--- src/rtl/seg7_scan_decoder.sv ---
// seg7_scan_decoder: recovers per-digit hex nibbles from a multiplexed active-low 7-segment bus.
// Define SEG7_BLANK_EN to accept 1111111 as a blank capture and expose blank_mask.
module seg7_scan_decoder #(
  parameter int NUM_DIGITS    = 4,
  parameter int STABLE_CYCLES = 4
) (
  input  logic                          clk,
  input  logic                          rst_n,
  input  logic [6:0]                    seg_in,
  input  logic [NUM_DIGITS-1:0]         dig_sel_n,
  input  logic                          err_clr,
  output logic [4*NUM_DIGITS-1:0]       hex_out,
  output logic                          digit_valid,
  output logic [$clog2(NUM_DIGITS)-1:0] digit_idx,
  output logic                          digit_err,
  output logic                          frame_done,
  output logic                          err_sticky
`ifdef SEG7_BLANK_EN
  ,output logic [NUM_DIGITS-1:0]        blank_mask
`endif
);
  localparam int IW = $clog2(NUM_DIGITS);
  localparam int CW = $clog2(STABLE_CYCLES + 1);
  typedef enum logic [1:0] {IDLE, SETTLE, HOLD} state_t;
  state_t state, state_nx;
  logic [6:0] seg_m, s_seg, ref_seg;
  logic [NUM_DIGITS-1:0] sel_m, s_sel, ref_sel, mask, mask_set;
  logic [CW-1:0] cnt, cnt_nx;
  logic one_hot, same, load, cap, code_ok, cap_ok, cap_err;
  logic [3:0] nib;
  logic [IW-1:0] ref_idx;
  // Synchronizers idle at all ones: no strobe, blank segments.
  always_ff @(posedge clk or negedge rst_n)
    if (!rst_n) begin
      seg_m <= '1;
      s_seg <= '1;
      sel_m <= '1;
      s_sel <= '1;
    end else begin
      seg_m <= seg_in;
      s_seg <= seg_m;
      sel_m <= dig_sel_n;
      s_sel <= sel_m;
    end
  assign one_hot = $onehot(~s_sel);
  assign same    = (s_seg == ref_seg) && (s_sel == ref_sel);
  always_ff @(posedge clk or negedge rst_n)
    if (!rst_n) begin
      state   <= IDLE;
      cnt     <= '0;
      ref_seg <= '1;
      ref_sel <= '1;
    end else begin
      state <= state_nx;
      cnt   <= cnt_nx;
      if (load) begin
        ref_seg <= s_seg;
        ref_sel <= s_sel;
      end
    end
  always_comb begin
    state_nx = state;
    cnt_nx   = cnt;
    load     = 1'b0;
    case (state)
      IDLE: begin
        load     = one_hot;
        state_nx = one_hot ? SETTLE : IDLE;
        cnt_nx   = CW'(one_hot);
      end
      SETTLE:
        if (cnt == CW'(STABLE_CYCLES))
          state_nx = HOLD;
        else if (same)
          cnt_nx = cnt + 1'b1;
        else begin
          load     = one_hot;
          state_nx = one_hot ? SETTLE : IDLE;
          cnt_nx   = CW'(one_hot);
        end
      default:
        if (!same) begin
          load     = one_hot;
          state_nx = one_hot ? SETTLE : IDLE;
          cnt_nx   = CW'(one_hot);
        end
    endcase
  end
  // Capture fires once, the cycle after the last stable sample; HOLD blocks repeats.
  assign cap = (state == SETTLE) && (cnt == CW'(STABLE_CYCLES));
  always_comb begin
    nib     = 4'h0;
    code_ok = 1'b1;
    case (ref_seg)
      7'b1000000: nib = 4'h0;
      7'b1111001: nib = 4'h1;
      7'b0100100: nib = 4'h2;
      7'b0110000: nib = 4'h3;
      7'b0011001: nib = 4'h4;
      7'b0010010: nib = 4'h5;
      7'b0000010: nib = 4'h6;
      7'b1111000: nib = 4'h7;
      7'b0000000: nib = 4'h8;
      7'b0011000: nib = 4'h9;
      7'b0001000: nib = 4'hA;
      7'b0000011: nib = 4'hB;
      7'b1000110: nib = 4'hC;
      7'b0100001: nib = 4'hD;
      7'b0000110: nib = 4'hE;
      7'b0001110: nib = 4'hF;
      default:    code_ok = 1'b0;
    endcase
  end
  always_comb begin
    ref_idx = '0;
    for (int i = 0; i < NUM_DIGITS; i++)
      if (!ref_sel[i]) ref_idx = IW'(i);
  end
  assign mask_set = mask | (NUM_DIGITS'(1) << ref_idx);
`ifdef SEG7_BLANK_EN
  logic is_blank;
  assign is_blank = ref_seg == 7'h7f;
  assign cap_ok   = cap && (code_ok || is_blank);
`else
  assign cap_ok   = cap && code_ok;
`endif
  assign cap_err = cap && !cap_ok;
  always_ff @(posedge clk or negedge rst_n)
    if (!rst_n) begin
      hex_out     <= '0;
      mask        <= '0;
      digit_valid <= 1'b0;
      digit_idx   <= '0;
      digit_err   <= 1'b0;
      frame_done  <= 1'b0;
      err_sticky  <= 1'b0;
`ifdef SEG7_BLANK_EN
      blank_mask  <= '0;
`endif
    end else begin
      digit_valid <= cap_ok;
      digit_err   <= cap_err;
      frame_done  <= cap_ok && (&mask_set);
      err_sticky  <= cap_err || (err_sticky && !err_clr);
      if (cap) digit_idx <= ref_idx;
      if (cap_ok) mask <= (&mask_set) ? '0 : mask_set;
      if (cap && code_ok) hex_out[{ref_idx, 2'b00} +: 4] <= nib;
`ifdef SEG7_BLANK_EN
      if (cap && code_ok) blank_mask[ref_idx] <= 1'b0;
      if (cap && is_blank) blank_mask[ref_idx] <= 1'b1;
`endif
    end
endmodule

--- config.mk ---
export PLATFORM = sky130hd
export DESIGN_NAME = seg7_scan_decoder
export DESIGN_NICKNAME = d
export VERILOG_FILES = /design/src/rtl/seg7_scan_decoder.sv
export SDC_FILE = /design/constraint.sdc
export NUM_CORES = 1
export LEC_CHECK = 0
export CAP_MARGIN = 15
export CORE_ASPECT_RATIO = 0.8
export CORE_MARGIN = 2
export CORE_UTILIZATION = 38
export DETAILED_ROUTE_END_ITERATION = 8
export PLACE_DENSITY = 0.6
export SYNTH_ARGS = -nofsm -noshare
export SYNTH_HDL_FRONTEND = slang
export SYNTH_SLANG_ARGS = --single-unit
export TNS_END_PERCENT = 100
--- constraint.sdc ---
create_clock -name clk -period 7.3 [get_ports clk]
set_clock_uncertainty 0.05 [all_clocks]
set_input_delay 1.46 -clock clk [delete_from_list [all_inputs] [get_ports clk]]
set_output_delay 1.46 -clock clk [all_outputs]
set_load 0.02 [all_outputs]
**After elaboration in Yosys (flattened, before gate mapping)**

Cells that the tools add are included.
Widths: inputs -> output; s select.

- Register bits: 64
- Output and inout port bits: 22

- Shift operators: 3
- Add/sub/neg operators: 5
- Equality and inequality tests: 22
- Reductions and logical operators: 14
- Bitwise logic cells: 2
- Mux-type cells: 18

Operators by type and width:

| cell | number |
|---|---|
| $pmux 4 s15 | 1 |
| $eq 7x7->1 const B | 4 |
| $eq 7x5->1 const B | 3 |
| $eq 7x6->1 const B | 3 |
| $bwmux 16 | 1 |
| $reduce_or 16->1 | 1 |
| $shift 4x6->16 const A | 1 |
| $shiftx 4x6->16 | 1 |
| $eq 7x2->1 const B | 2 |
| $eq 7x4->1 const B | 2 |
| $mux 3 | 3 |
| $mux 2 | 4 |
| $eq 7x3->1 const B | 1 |
| $eq 7x7->1 | 1 |
| $logic_not 7->1 | 1 |
| $logic_and 1x1->1 | 6 |
| $neg 4->6 | 1 |
| $pmux 3 s2 | 1 |
| $mux 1 | 5 |
| $add 1x1->2 | 2 |
| $eq 4x4->1 | 1 |
| $mux 4 | 1 |
| $not 4->4 | 1 |
| $or 4x4->4 | 1 |
| other kinds (15) | 16 |

**Depth between registers and ports, before layout**

- Depth in word-level cells: 8
- Depth in mapped cells: 9

**Least setup slack after synthesis**

No wires, ideal clock.

- Path kind: reg-to-reg
- Start: register s_sel[0]
- End: register ref_seg[0]
- Arrival: 2.478 ns
- Path slack: 4.687 ns
- Data required time: 7.165 ns
- Cell stages (with the launch flop): 10
- Period minus slack after synthesis: 2.613 ns
- Library setup time: 0.085 ns
- Buffers on the path: 1
- Cell sequence: dfstp_2 > fa_1 > inv_1 > ha_1 > ha_1 > nor3b_1 > nand2_1 > o21ai_1 > buf_2 > mux2_1

- Longest elaborated chain between the ends: 7
- Elaborated cells on any way between the ends: 9
- Those cells by class: add/sub: 2; eq/ne: 2; mux: 3; bitwise: 1; reduce/logical: 1

RTL lines:

| item | line | source |
|---|---|---|
| start, declared | 27 | `logic [NUM_DIGITS-1:0] sel_m, s_sel, ref_sel, mask, mask_set;` |
| start signal, assigned | 43 | `s_sel <= sel_m;` |
| $not 4->4 | 45 | `assign one_hot = $onehot(~s_sel);` |
| $add 1x1->2 (not written as such) | 45 |  |
| $add 2x2->3 (not written as such) | 45 |  |
| $eq 3x1->1 | 45 |  |
| $mux 1 | 74, 82 |  |
| $mux 1 | 72 | `if (cnt == CW'(STABLE_CYCLES))` |
| $pmux 1 s2 (*) | 65 | `case (state)` |
| end signal, assigned | 57 | `ref_seg <= s_seg;` |
| end, declared | 26 | `logic [6:0] seg_m, s_seg, ref_seg;` |

Every way passes the cells marked *; elsewhere a longest branch is shown, timed or not.
A chain may end at the register's enable or synchronous reset.

**Final worst setup path**

- Start: register hex_out[10]
- End: output hex_out[10]

RTL lines:

| item | line | source |
|---|---|---|
| start, declared | 12 | `output logic [4*NUM_DIGITS-1:0] hex_out,` |
| start signal, assigned by index | 147 | `if (cap && code_ok) hex_out[{ref_idx, 2'b00} +: 4] <= nib;` |

No word-level cell between the ends.

==> results.txt <==
- Run status: completed
- Top cells by instance count after synthesis: sky130_fd_sc_hd__dfstp_2, sky130_fd_sc_hd__dfrtp_1, sky130_fd_sc_hd__mux2_1, sky130_fd_sc_hd__nor2_1, sky130_fd_sc_hd__xnor2_1
- The die is ~83 um tall.
* Relative max-transition margin: 48.7%
- The most critical setup path has its startpoint at hex_out[10]$_DFFE_PN0P_.
- Global placement routability congestion: 0.790
- Leakage dissipation: 1.51 nW
- Fill cells in the final layout number 711.
* Sequential power share: 51.0%
- Global routing used 13.8% of the available tracks across all layers.
- Capture endpoint of the worst hold path: s_seg[1]$_DFF_PN1_
- For this run, the slowest stage of the critical path takes 0.61 ns.
- IR analysis of the VDD net gives a maximum drop of 0.000130 V.
- Number of pins with negative max-slew slack in the final report: 0
- Summing the areas of all fa, ha and maj instances in the mapped netlist gives 2.35% of the synthesized area.
* Area share of the largest cell type after synthesis: 29.1%
* Cell count after placement: 368
- Number of flops mapped to enable cells by yosys: 0
- Sw power: 361 uW
* Share of the synthesized netlist area taken by xor and xnor gates: between 3 and 4%
- Synthesis produced a netlist whose cell count is between 200 and 250.
- Final net count: 295
- The worst setup path is launched from a flop.
* Number of synthesized register bits: 64
- Multiplexer area fraction after synthesis: 10.2%
- After global routing the overflow that remains totals 0.
* Num rows: 28
* Number of gates resized after CTS: 0
- Timing would allow up to 356 MHz.
- Combinational logic is responsible for 22.6% of the overall power.
- Summing the areas of all compound-gate instances in the mapped netlist gives between 10% and 20% of the synthesized area.
- Crit path kind: flop to primary output
- In this run the worst hold path is classified as flop to flop.
- In the routed layout, each cell is associated on average with a via count of around 5.
* Reg2reg setup slack: 4.52 ns
- The finished layout holds 386 standard cells, fillers aside.
- After detailed routing, the total wire length is 5310 um.
- The first global-routing pass estimated 9080 um of wire.
- Arrival time at the worst endpoint: 1.30 ns
- Family with the most delay on the worst path: buffers and inverters
* Fraction of the yosys area taken by sequential cells: 55.1%
- The final critical path takes up 38.5% of the cycle.
- Clock transition at the registers of the reported paths: about 0.070 ns
- For the pin with the worst max-slew slack, the measured transition is 0.769 ns.
* Unrepaired setup endpoints after global routing: no
* Final Hold Fails: 0
- In this run the critical register-to-register path is captured at ref_seg[2]$_DFFE_PN1P_.
- Synthesis produced a netlist with a net count of 260.
- Ranked by total cell area, the synthesized netlist is headed by sky130_fd_sc_hd__dfstp_2, sky130_fd_sc_hd__dfrtp_1, sky130_fd_sc_hd__mux2_1.
- Input and output buffers added on the ports amount to 35.
- Hold-fix buffers, CTS: 0
* Largest fanout on the critical path: 2
* Root Buffer: sky130_fd_sc_hd__clkbuf_8
* Average wire per standard cell: 13.8 um
- CP bufs+invs: 1
- The number of antenna violations at the first check in global routing was 0.
- Mean post-synth cell area: 12.4 um2
* Yosys warning count: 0
* Post-CTS Setup Repair Bufs: 0
- Summed over all nets, the half-perimeter wirelength after detailed placement is 3700 um.
- Simple-gate share of the synthesized area: 14.6%
- The number of different library cells used by synthesis comes to 49.
- Entering global routing, the biggest net connects 65 pins.
- Clock tree buffer depth: 2
* Number of clock sinks: 64
- Power density of the placed cells: 290 nW/um2
* Net switching share of the total power: 34.6%
* Critical-path top delay cell: sky130_fd_sc_hd__clkdlybuf4s50_1
- The routed layout has 1943 vias.
- The area growth from synthesis to layout is 20.7%.
* Cells on worst reg2reg path: 9
* Die X: 103 um
- In this run the remaining antenna-violating nets after routing total 0.
- Once the floorplan was initialized, standard cells occupied 39.7% of the core.
* Number of clock buffers inserted by TritonCTS: 9
- The core region is 7500 um2.
- TritonCTS clock tree: built
- Via count of the first global-routing pass: 1841
- Largest area contributor in the netlist: sky130_fd_sc_hd__dfstp_2
- The floorplan step defined a die boundary enclosing 8570 um2.
- Counting flops with an async set or reset pin after synthesis yields a share of 100%.
- Summed over all failing endpoints, the final setup total negative slack is 0 ns.
- In the synthesized netlist the dominant register cell turns out to be sky130_fd_sc_hd__dfstp_2.
- CTS H-Tree Depth: 3
* Count leader, synth: sky130_fd_sc_hd__dfstp_2
- Worst r2r src: s_sel[1]$_DFF_PN1_
- The clock network burns a little over a quarter of the power.
* Crit-path cells: clkdlybuf4s50_1
* Initial DRC count: 96
- The worst path in the final design needs a cycle of 2.81 ns, including I/O delays and setup.
- In the routed design, unresolved DRC markers number 0.
* Source of the worst hold timing path: seg_m[1]$_DFF_PN1_
* Number of I/O pins: 36
* Skew-Pair Late Insertion Delay: 0.33 ns
* Number of optimization iterations in the first detailed-route pass: 4
* CP Capture Type: primary output
* Post-synthesis instance area: 2980 um2
* Worst hold path depth: 0
* Share of final-layout standard cells stronger than drive strength 1: 21.4%
* Worst Path Required: 5.79 ns
- Total power of the final layout: 1.04 mW
* Number of antenna cells inserted: 0
- After synthesis, the largest family of logic cells by area is simple AND/OR/NAND/NOR gates.
- Max-capacitance violation count: 0
* Internal power of the cells: 682 uW
- Final setup fails: 0
placed cells by master, fill, tap and decap left out, types with 4 or more instances in the layout:
master,n
sky130_fd_sc_hd__clkdlybuf4s50_1,34
sky130_fd_sc_hd__dfstp_2,33
sky130_fd_sc_hd__dfrtp_1,31
sky130_fd_sc_hd__mux2_1,27
sky130_fd_sc_hd__nor2_1,13
sky130_fd_sc_hd__xnor2_1,13
sky130_fd_sc_hd__inv_1,12
sky130_fd_sc_hd__nand2_1,11
sky130_fd_sc_hd__nand3_1,10
sky130_fd_sc_hd__clkbuf_8,9
sky130_fd_sc_hd__nand4_1,5
sky130_fd_sc_hd__a32oi_1,5
sky130_fd_sc_hd__nor3b_1,4
sky130_fd_sc_hd__nand4b_1,4
sky130_fd_sc_hd__a21oi_1,4
sky130_fd_sc_hd__and3_1,4
sky130_fd_sc_hd__a31oi_1,4
sky130_fd_sc_hd__ha_1,4
worst reg2reg max path, stage by stage, from the launching register on:
cell,delay [ns]
sky130_fd_sc_hd__dfstp_2,0.56
sky130_fd_sc_hd__fa_1,0.43
sky130_fd_sc_hd__inv_1,0.07
sky130_fd_sc_hd__ha_1,0.14
sky130_fd_sc_hd__ha_1,0.22
sky130_fd_sc_hd__nor3b_1,0.28
sky130_fd_sc_hd__nand2_1,0.09
sky130_fd_sc_hd__o21ai_1,0.27
sky130_fd_sc_hd__buf_4,0.26
sky130_fd_sc_hd__mux2_1,0.34
flip-flops by register name, summed over array words and instances (netlist names), 3 cells and up:
register and flops:
hex_out 16, seg_m 7, mask 4, ref_seg 7
sel_m 4, s_seg 7, s_sel 4, cnt 3
ref_sel 4
through the flow:
stage / cell area, um2 / hold slack (ns) / utilization (%) / worst slack, ns
after global routing: 3600 / 0.310 / 48.0 / 4.35
after CTS: 3580 / 0.307 / 47.7 / 4.09
after detailed placement: 3390 / 0.297 / 45.3 / 4.10
final: 3600 / 0.304 / 48.0 / 4.49
after global placement: 3390 / 0.296 / 45.3 / 4.23
after floorplan: 2980 / 0.295 / - / 4.69
power groups by stage:
stage / clock (mW) / sequential [mW] / combinational (mW)
2_1_floorplan: 0 / 0.457 / 0.258
3_3_place_gp: 0 / 0.535 / 0.231
3_5_place_dp: 0 / 0.537 / 0.236
4_1_cts: 0.288 / 0.531 / 0.237
5_1_grt: 0.303 / 0.547 / 0.265
6_report: 0.275 / 0.532 / 0.236
metal layers:
metal,global-route usage [%],share of wire [%]
met5,0,0
met4,4.67,1.6
met3,4.97,5.4
met2,19.5,45
met1,19.4,48
worst max path at each step:
stage,slack [ns],endpoint,cells after the start
finish,4.49,hex_out[10],1
global route,4.35,ref_seg[6]$_DFFE_PN1P_,9
CTS,4.09,ref_sel[3]$_DFFE_PN1P_,8
detailed placement,4.10,ref_sel[3]$_DFFE_PN1P_,8
global placement,4.23,ref_sel[3]$_DFFE_PN1P_,8
floorplan,4.69,ref_seg[0]$_DFFE_PN1P_,9
cell type report:
type                            count  area (um2)  area share (%)
Clock buffer                       11         153            4.24
Clock inverter                      5        28.8           0.800
Inverter                           12        45.0            1.25
Multi-Input combinational cell    151        1220            34.0
Sequential cell                    64        1640            45.7
Tap cell                          105         131            3.65
Timing Repair Buffer               38         373            10.4
cell families after synthesis:
kind of cell / Yosys count
AND/OR/NAND/NOR: 72
adder cells (fa/ha/maj): 5
XOR/XNOR: 13
buffers and inverters: 26
AO/OA/AOI/OAI: 34
flip-flops: 64
multiplexers: 27
Power figures use the tool's default switching activity.
